File: config.mk
export PLATFORM = sky130hd
export DESIGN_NAME = reveal_win_check
export DESIGN_NICKNAME = d
export VERILOG_FILES = /design/src/rtl/reveal_win_check.sv
export SDC_FILE = /design/constraint.sdc
export NUM_CORES = 1
export LEC_CHECK = 0
export ABC_AREA = 1
export BUFFER_PORTS_ARGS = -buffer_cell sky130_fd_sc_hd__buf_2
export CORE_MARGIN = 4
export CORE_UTILIZATION = 40
export DETAILED_ROUTE_END_ITERATION = 8
export PLACE_DENSITY_LB_ADDON = 0.1
export SYNTH_ARGS = -nofsm -noshare
export SYNTH_HDL_FRONTEND = slang
export SYNTH_SLANG_ARGS = --single-unit
File: constraint.sdc
create_clock -name i_clk -period 4.3 [get_ports i_clk]
set_clock_uncertainty 0.05 [all_clocks]
set_input_delay 0.86 -clock i_clk [delete_from_list [all_inputs] [get_ports i_clk]]
set_output_delay 0.86 -clock i_clk [all_outputs]
set_load 0.05 [all_outputs]
File: src/rtl/reveal_win_check.sv
// reveal_win_check: scans every cell of the reveal and mine memories and
// reports the scan result to game_state.
//
// The scan issues all GRID_W*GRID_H read addresses in ascending order. It then
// waits RD_LATENCY cycles so the last read data can return. After that it
// reports how many cells are revealed, whether the player has won, and whether
// a mine has been revealed.
//
// Ports:
//   i_clk            system clock, rising edge
//   i_rst_n          asynchronous active-low reset
//   i_check_en       level request from game_state to start a scan
//   o_mem_rd_addr    {y[3:0], x[3:0]}, shared read address for both memories
//   i_reveal_mem_q   reveal memory read data, 1 = revealed
//   i_mine_mem_q     mine memory read data, 1 = mine
//   o_check_done     result valid, high while results are being reported
//   o_revealed_count number of revealed cells, 0..256
//   o_win            every non-mine cell revealed and no mine revealed
//   o_lose           at least one revealed cell holds a mine
module reveal_win_check #(
  parameter int unsigned GRID_W     = 16,
  parameter int unsigned GRID_H     = 16,
  parameter int unsigned RD_LATENCY = 1   // 1 or 2
) (
  input  logic       i_clk,
  input  logic       i_rst_n,
  input  logic       i_check_en,
  output logic [7:0] o_mem_rd_addr,
  input  logic       i_reveal_mem_q,
  input  logic       i_mine_mem_q,
  output logic       o_check_done,
  output logic [8:0] o_revealed_count,
  output logic       o_win,
  output logic       o_lose
);

  typedef enum logic [1:0] {StIdle, StScan, StDrain, StDone} state_e;

  localparam logic [3:0] XMax      = 4'(GRID_W - 1);
  localparam logic [3:0] YMax      = 4'(GRID_H - 1);
  localparam logic [1:0] DrainLast = 2'(RD_LATENCY - 1);

  state_e                r_state, w_state_d;
  logic [3:0]            r_x, w_x_d;
  logic [3:0]            r_y, w_y_d;
  logic [RD_LATENCY-1:0] r_valid, w_valid_d;
  logic [1:0]            r_drain_cnt, w_drain_cnt_d;
  logic [8:0]            r_count, w_count_d;
  logic [8:0]            r_safe_cnt, w_safe_cnt_d;   // unrevealed non-mine cells
  logic                  r_win, w_win_d;
  logic                  r_lose, w_lose_d;
  logic                  w_last_addr;
  logic                  w_sample;

  assign w_last_addr = (r_x == XMax) && (r_y == YMax);
  // The oldest stage of the tag pipe marks the cycle in which read data is valid.
  assign w_sample    = r_valid[RD_LATENCY-1];

  always_comb begin
    w_state_d     = r_state;
    w_x_d         = r_x;
    w_y_d         = r_y;
    w_drain_cnt_d = r_drain_cnt;
    w_count_d     = r_count;
    w_safe_cnt_d  = r_safe_cnt;
    w_win_d       = r_win;
    w_lose_d      = r_lose;

    // Tag every address issued during the scan and carry the tag along with the read.
    w_valid_d[0] = (r_state == StScan);
    for (int i = 1; i < int'(RD_LATENCY); i++) begin
      w_valid_d[i] = r_valid[i-1];
    end

    // Accumulate before the state decode. This way the win decision taken on
    // DONE entry includes the final sample.
    if (w_sample) begin
      if (i_reveal_mem_q) begin
        w_count_d = r_count + 9'd1;
      end
      if (i_reveal_mem_q && i_mine_mem_q) begin
        w_lose_d = 1'b1;
      end
      if (!i_reveal_mem_q && !i_mine_mem_q) begin
        w_safe_cnt_d = r_safe_cnt + 9'd1;
      end
    end

    unique case (r_state)
      StIdle: begin
        if (i_check_en) begin
          w_state_d    = StScan;
          w_x_d        = 4'd0;
          w_y_d        = 4'd0;
          w_count_d    = 9'd0;
          w_safe_cnt_d = 9'd0;
          w_lose_d     = 1'b0;
          w_win_d      = 1'b0;
        end
      end
      StScan: begin
        if (w_last_addr) begin
          w_state_d     = StDrain;
          w_x_d         = 4'd0;
          w_y_d         = 4'd0;
          w_drain_cnt_d = 2'd0;
        end else if (r_x == XMax) begin
          w_x_d = 4'd0;
          w_y_d = r_y + 4'd1;
        end else begin
          w_x_d = r_x + 4'd1;
        end
      end
      StDrain: begin
        if (r_drain_cnt == DrainLast) begin
          w_state_d = StDone;
          w_win_d   = (w_safe_cnt_d == 9'd0) && !w_lose_d;
        end else begin
          w_drain_cnt_d = r_drain_cnt + 2'd1;
        end
      end
      StDone: begin
        if (!i_check_en) begin
          w_state_d = StIdle;
        end
      end
      default: begin
        w_state_d = StIdle;
      end
    endcase
  end

  always_ff @(posedge i_clk or negedge i_rst_n) begin
    if (!i_rst_n) begin
      r_state     <= StIdle;
      r_x         <= 4'd0;
      r_y         <= 4'd0;
      r_valid     <= '0;
      r_drain_cnt <= 2'd0;
      r_count     <= 9'd0;
      r_safe_cnt  <= 9'd0;
      r_win       <= 1'b0;
      r_lose      <= 1'b0;
    end else begin
      r_state     <= w_state_d;
      r_x         <= w_x_d;
      r_y         <= w_y_d;
      r_valid     <= w_valid_d;
      r_drain_cnt <= w_drain_cnt_d;
      r_count     <= w_count_d;
      r_safe_cnt  <= w_safe_cnt_d;
      r_win       <= w_win_d;
      r_lose      <= w_lose_d;
    end
  end

  assign o_mem_rd_addr    = (r_state == StScan) ? {r_y, r_x} : 8'd0;
  assign o_check_done     = (r_state == StDone);
  assign o_revealed_count = r_count;
  assign o_win            = r_win;
  assign o_lose           = r_lose;

endmodule

Word-level counts from Yosys, hierarchy flattened
Cells that the tools add are included.
Widths: inputs -> output; s select.
{ "totals": {"reg_bits": 33, "in_bits": 5, "out_inout_bits": 20, "word_cells": 74} }
{ "op_classes": {"add_sub_neg": 5, "eq_ne": 11, "muxes": 31, "reduce_logical": 18} }
{ "ops": {"columns": ["operator", "n"], "rows": [
  ["$mux 9", 8],
  ["$mux 4", 5],
  ["$add 9x1->9 const B", 2],
  ["$pmux 4 s2", 2],
  ["$mux 2", 6],
  ["$logic_not 9->1", 1],
  ["$reduce_and 3->1", 3],
  ["$add 4x1->4 const B", 2],
  ["$eq 4x4->1 const B", 2],
  ["$mux 8", 1],
  ["$ne 2x2->1 const B", 4],
  ["$pmux 2 s4", 1],
  ["$mux 1", 6],
  ["$reduce_bool 2->1", 3],
  ["$eq 2x2->1 const B", 2],
  ["$logic_and 1x1->1", 4],
  ["$logic_not 2->1", 2],
  ["$pmux 2 s2", 1],
  ["$reduce_and 4->1", 1],
  ["$logic_not 1->1", 3],
  ["$ne 3x1->1 const B", 1],
  ["$add 2x1->2 const B", 1],
  ["$eq 2x1->1 const B", 1],
  ["$ne 2x1->1 const B", 1],
  ["2 further kinds", 2]
]} }

Logic depth before layout (Yosys ltp)
{ "depth": {"word_depth": 8, "mapped_depth": 11, "mapped_depth_nobuf": 11} }

Least setup slack after synthesis
OpenSTA, ideal clock, no wires.
{ "synth_path": {"kind": "register to output", "start": "register r_state[1]", "end": "output o_mem_rd_addr[6]", "t_arrival_ps": 1389, "required_ps": 3390, "setup_slack_ps": 2001, "stages_incl_launch_ff": 6, "path_cell_list": "dfrtp_1 -> inv_1 -> ha_1 -> clkbuf_1 -> nand2_1 -> inv_1"} }
{ "synth_via": {"elab_chain_cells": 2} }
{ "synth_lines": {"columns": ["element", "line_no", "text"], "rows": [
  ["start, declared", "43", "state_e r_state, w_state_d;"],
  ["start signal, assigned", "135", "r_state <= StIdle;"],
  ["start signal, assigned", "145", "r_state <= w_state_d;"],
  ["$eq 2x1->1", null, null],
  ["net w_valid_d", "46", "logic [RD_LATENCY-1:0] r_valid, w_valid_d;"],
  ["$mux 8", "157", "assign o_mem_rd_addr = (r_state == StScan) ? {r_y, r_x} : 8'd0;"],
  ["end, declared", "28", "output logic [7:0] o_mem_rd_addr,"]
]} }
The timed path passes the listed nets, and every way through them passes these cells.

Final worst setup path
{ "layout_path": {"start": "register r_state[1]", "end": "output o_mem_rd_addr[0]"} }
The elaborated chain is that of the path after synthesis.

==> flow_metrics.env <==
export IMPL_crit_buf_inv=3
export IMPL_fp_dieH_um=76.7
export IMPL_crit_required_ps=3390
export IMPL_hpwl_mm=2.78
export IMPL_syn2layout_area_growth_pct=13.6
export IMPL_clock_root_buffer="clkbuf_8"
export IMPL_setup_tns_ps=0
export IMPL_drt_pass1_iter_count=4
export IMPL_rr_startpoint="r_state[1]"
export IMPL_wl_per_cell_um=11.0
export IMPL_holdCritStartpoint="o_win"
export IMPL_crit_fanout=16
export IMPL_wl_met1_mm=1.83
export IMPL_setup_violations=0
export IMPL_numCtsBuffers=5
export IMPL_wirelength_mm=3.66
export IMPL_synth_seq_cells=33
export IMPL_cts_htree_levels=2
export IMPL_port_buffer_count=24
export IMPL_maxUsedRoutingLayer="met4"
export IMPL_maxCapViolCount=0
export IMPL_dieWidth_um=76.7
export IMPL_rows=24
export IMPL_drive_above_1_share=0.163
export IMPL_ys_flop_type="dfrtp_1"
export IMPL_layout_common_cells="58 x nand2_1, 43 x inv_1, 37 x nor2_1, 33 x dfrtp_1, 24 x buf_2"
export IMPL_grt_start_max_net_pins=34
export IMPL_end_kind="primary output"
export IMPL_core_area_sq_um=4470
export IMPL_tritoncts="yes"
export IMPL_slew_viol_final=0
export IMPL_nets=295
export IMPL_hold_buffers=0
export IMPL_syn_area_per_cell_sq_um=7.46
export IMPL_rsz0062_at_grt="false"
export IMPL_worst_pin_slew_ps=752
export IMPL_whs_path_depth=2
export IMPL_ys_types=24
export IMPL_antenna_left=0
export IMPL_antenna_found_initial=0
export IMPL_vias=1551
export IMPL_clk_latency_ps=290
export IMPL_grt_pass1_vias=1519
export IMPL_postCtsResizedCells=0
export IMPL_p_per_area_nw_per_um2=544
export IMPL_grt_pass1_wl_mm=6.71
export IMPL_max_freq_mhz=376
export IMPL_start_util=0.422
export IMPL_drc=0
export IMPL_cp_slowest_stage_delay_ps=520
export IMPL_crit_arrival_ps=1750
export IMPL_cts_path_max_buffers=2
export IMPL_crit_slowest_cell="ha_1"
export IMPL_place_inst=326
export IMPL_yosysTopAreaCell="dfrtp_1"
export IMPL_dr_wl_met2_mm=1.65
export IMPL_cp_start_kind="flip-flop"
export IMPL_via_per_inst=4.64
export IMPL_fp_dieArea_sq_um=5880
export IMPL_crit_path_cell_trace="inv_1 > ha_1 > nand2_1 > inv_1 > buf_2"
export IMPL_track_usage=0.140
export IMPL_io_pins=25
export IMPL_syn_area_sq_um=1890
export IMPL_diodes=0
export IMPL_crit_top_cell="inv_1"
export IMPL_ys_seq_area_frac=0.437
export IMPL_yosysWarnings=0
export IMPL_synth_edf_count=0
export IMPL_ys_async_sr_fraction=1.00
export IMPL_slew_headroom=0.498
export IMPL_drtIter0Drc=67
export IMPL_routabilityCongestion=0.741
export IMPL_crit_type="flip-flop to primary output"
export IMPL_critical_path_top_delay_family="adder cells"
export IMPL_r2r_cells=9
export IMPL_post_cts_buffers=0
export IMPL_hold_class="flip-flop to flip-flop"
export IMPL_fillers=491
export IMPL_final_cells=334
export IMPL_clk_pin_slew_ps=70
export IMPL_grt_ovfl_total=0
export IMPL_ir_drop_uv=301
export IMPL_route_met3_wl_um=142
export IMPL_synth_top_cell_area_share=0.437
export IMPL_syn_inst=253
export IMPL_period_needed_ps=2660
export IMPL_synthTopCellsByArea="dfrtp_1 44%, nand2_1 12%, inv_1 8.5%"
export IMPL_synthesis_nets=267
export IMPL_leakagePower_nw=1.19
export IMPL_r2r_end="r_y[3]"
export IMPL_clock_sink_count=33
export IMPL_status="complete, no violations"
export IMPL_hold_violations=0
export IMPL_min_to="o_win"
export IMPL_final_common_cell="nand2_1"
export IMPL_min_period_over_period=0.619
export IMPL_r2r_slack_ps=2260
## worst min-delay path, delay by kind of cell (launching register included)
kind	cells	cell delay (ps)
compound gates	1	80
flops	1	350
simple gates	1	60
## synth_stat cells (all sizes together), types with 3 or more instances
master   n
nand2   63
nand4    3
inv     45
dfrtp   33
nor2    42
a21oi   13
nand3   17
o21ai   12
xor2     3
ha       9
## power breakdown
group | leakage, nW | total, W | internal, W | switching, W
combinational | 0.705 | 0.000492 | 0.000140 | 0.000351
clock | 0.0439 | 0.000231 | 0.000112 | 0.000119
sequential | 0.446 | 0.000444 | 0.000377 | 0.0000673
## layout make-up
cell class	instances	area (sq um)	share of cell area
multi-input combinational	172	878	0.410
sequential	33	826	0.385
inverter	45	169	0.0788
timing repair buffer	24	120	0.0560
clock buffer	5	68.8	0.0321
tap	52	65.1	0.0303
clock inverter	3	17.5	0.00817
## worst max-delay path by stage
| stage | startpoint | endpoint | slack, ps | cells after the start |
|---|---|---|---|---|
| final | r_state[1] | o_mem_rd_addr[0] | 1640 | 5 |
| after global routing | r_state[1] | o_mem_rd_addr[4] | 1470 | 5 |
| after CTS | r_state[1] | o_mem_rd_addr[0] | 1600 | 5 |
| after detailed placement | r_state[1] | o_mem_rd_addr[0] | 1930 | 5 |
| after global placement | r_state[1] | o_mem_rd_addr[2] | 1990 | 5 |
| after floorplan | r_state[1] | o_mem_rd_addr[6] | 2000 | 5 |
## cells by family (layout without fill, tap and decap cells)
group,count (synthesis),count (layout),share of synthesized area
compound gates,27,27,0.0802
simple gates,131,131,0.302
buf+inv,48,77,0.0974
fa+ha+maj,9,9,0.0596
xor+xnor,5,5,0.0232
flops,33,33,0.437
## flip-flops by register name (all words and copies together), names as in the netlist
name and cells:
o_revealed_count 9, o_lose 1, r_y 4, r_drain_cnt 2, r_x 4, r_state 2, o_win 1, r_valid 1
r_safe_cnt 9
## per-stage QoR
stage | setup WS [ps] | total power (W) | hold slack [ps] | area (sq um) | utilization
floorplan | 2000 | 0.000837 | 448 | 1890 | -
global placement | 1990 | 0.000945 | 460 | 2060 | 0.460
detailed placement | 1930 | 0.000950 | 472 | 2060 | 0.460
CTS | 1600 | 0.00119 | 488 | 2140 | 0.479
global route | 1470 | 0.00128 | 523 | 2140 | 0.479
finish | 1640 | 0.00117 | 469 | 2140 | 0.479
## metal layers
layer  vias up  track usage
met2        20        0.221
met5         -            0
met3         5       0.0422
li1        839            -
met4         0       0.0453
met1       687        0.184
Note: power is estimated with default switching activity, not from simulation.
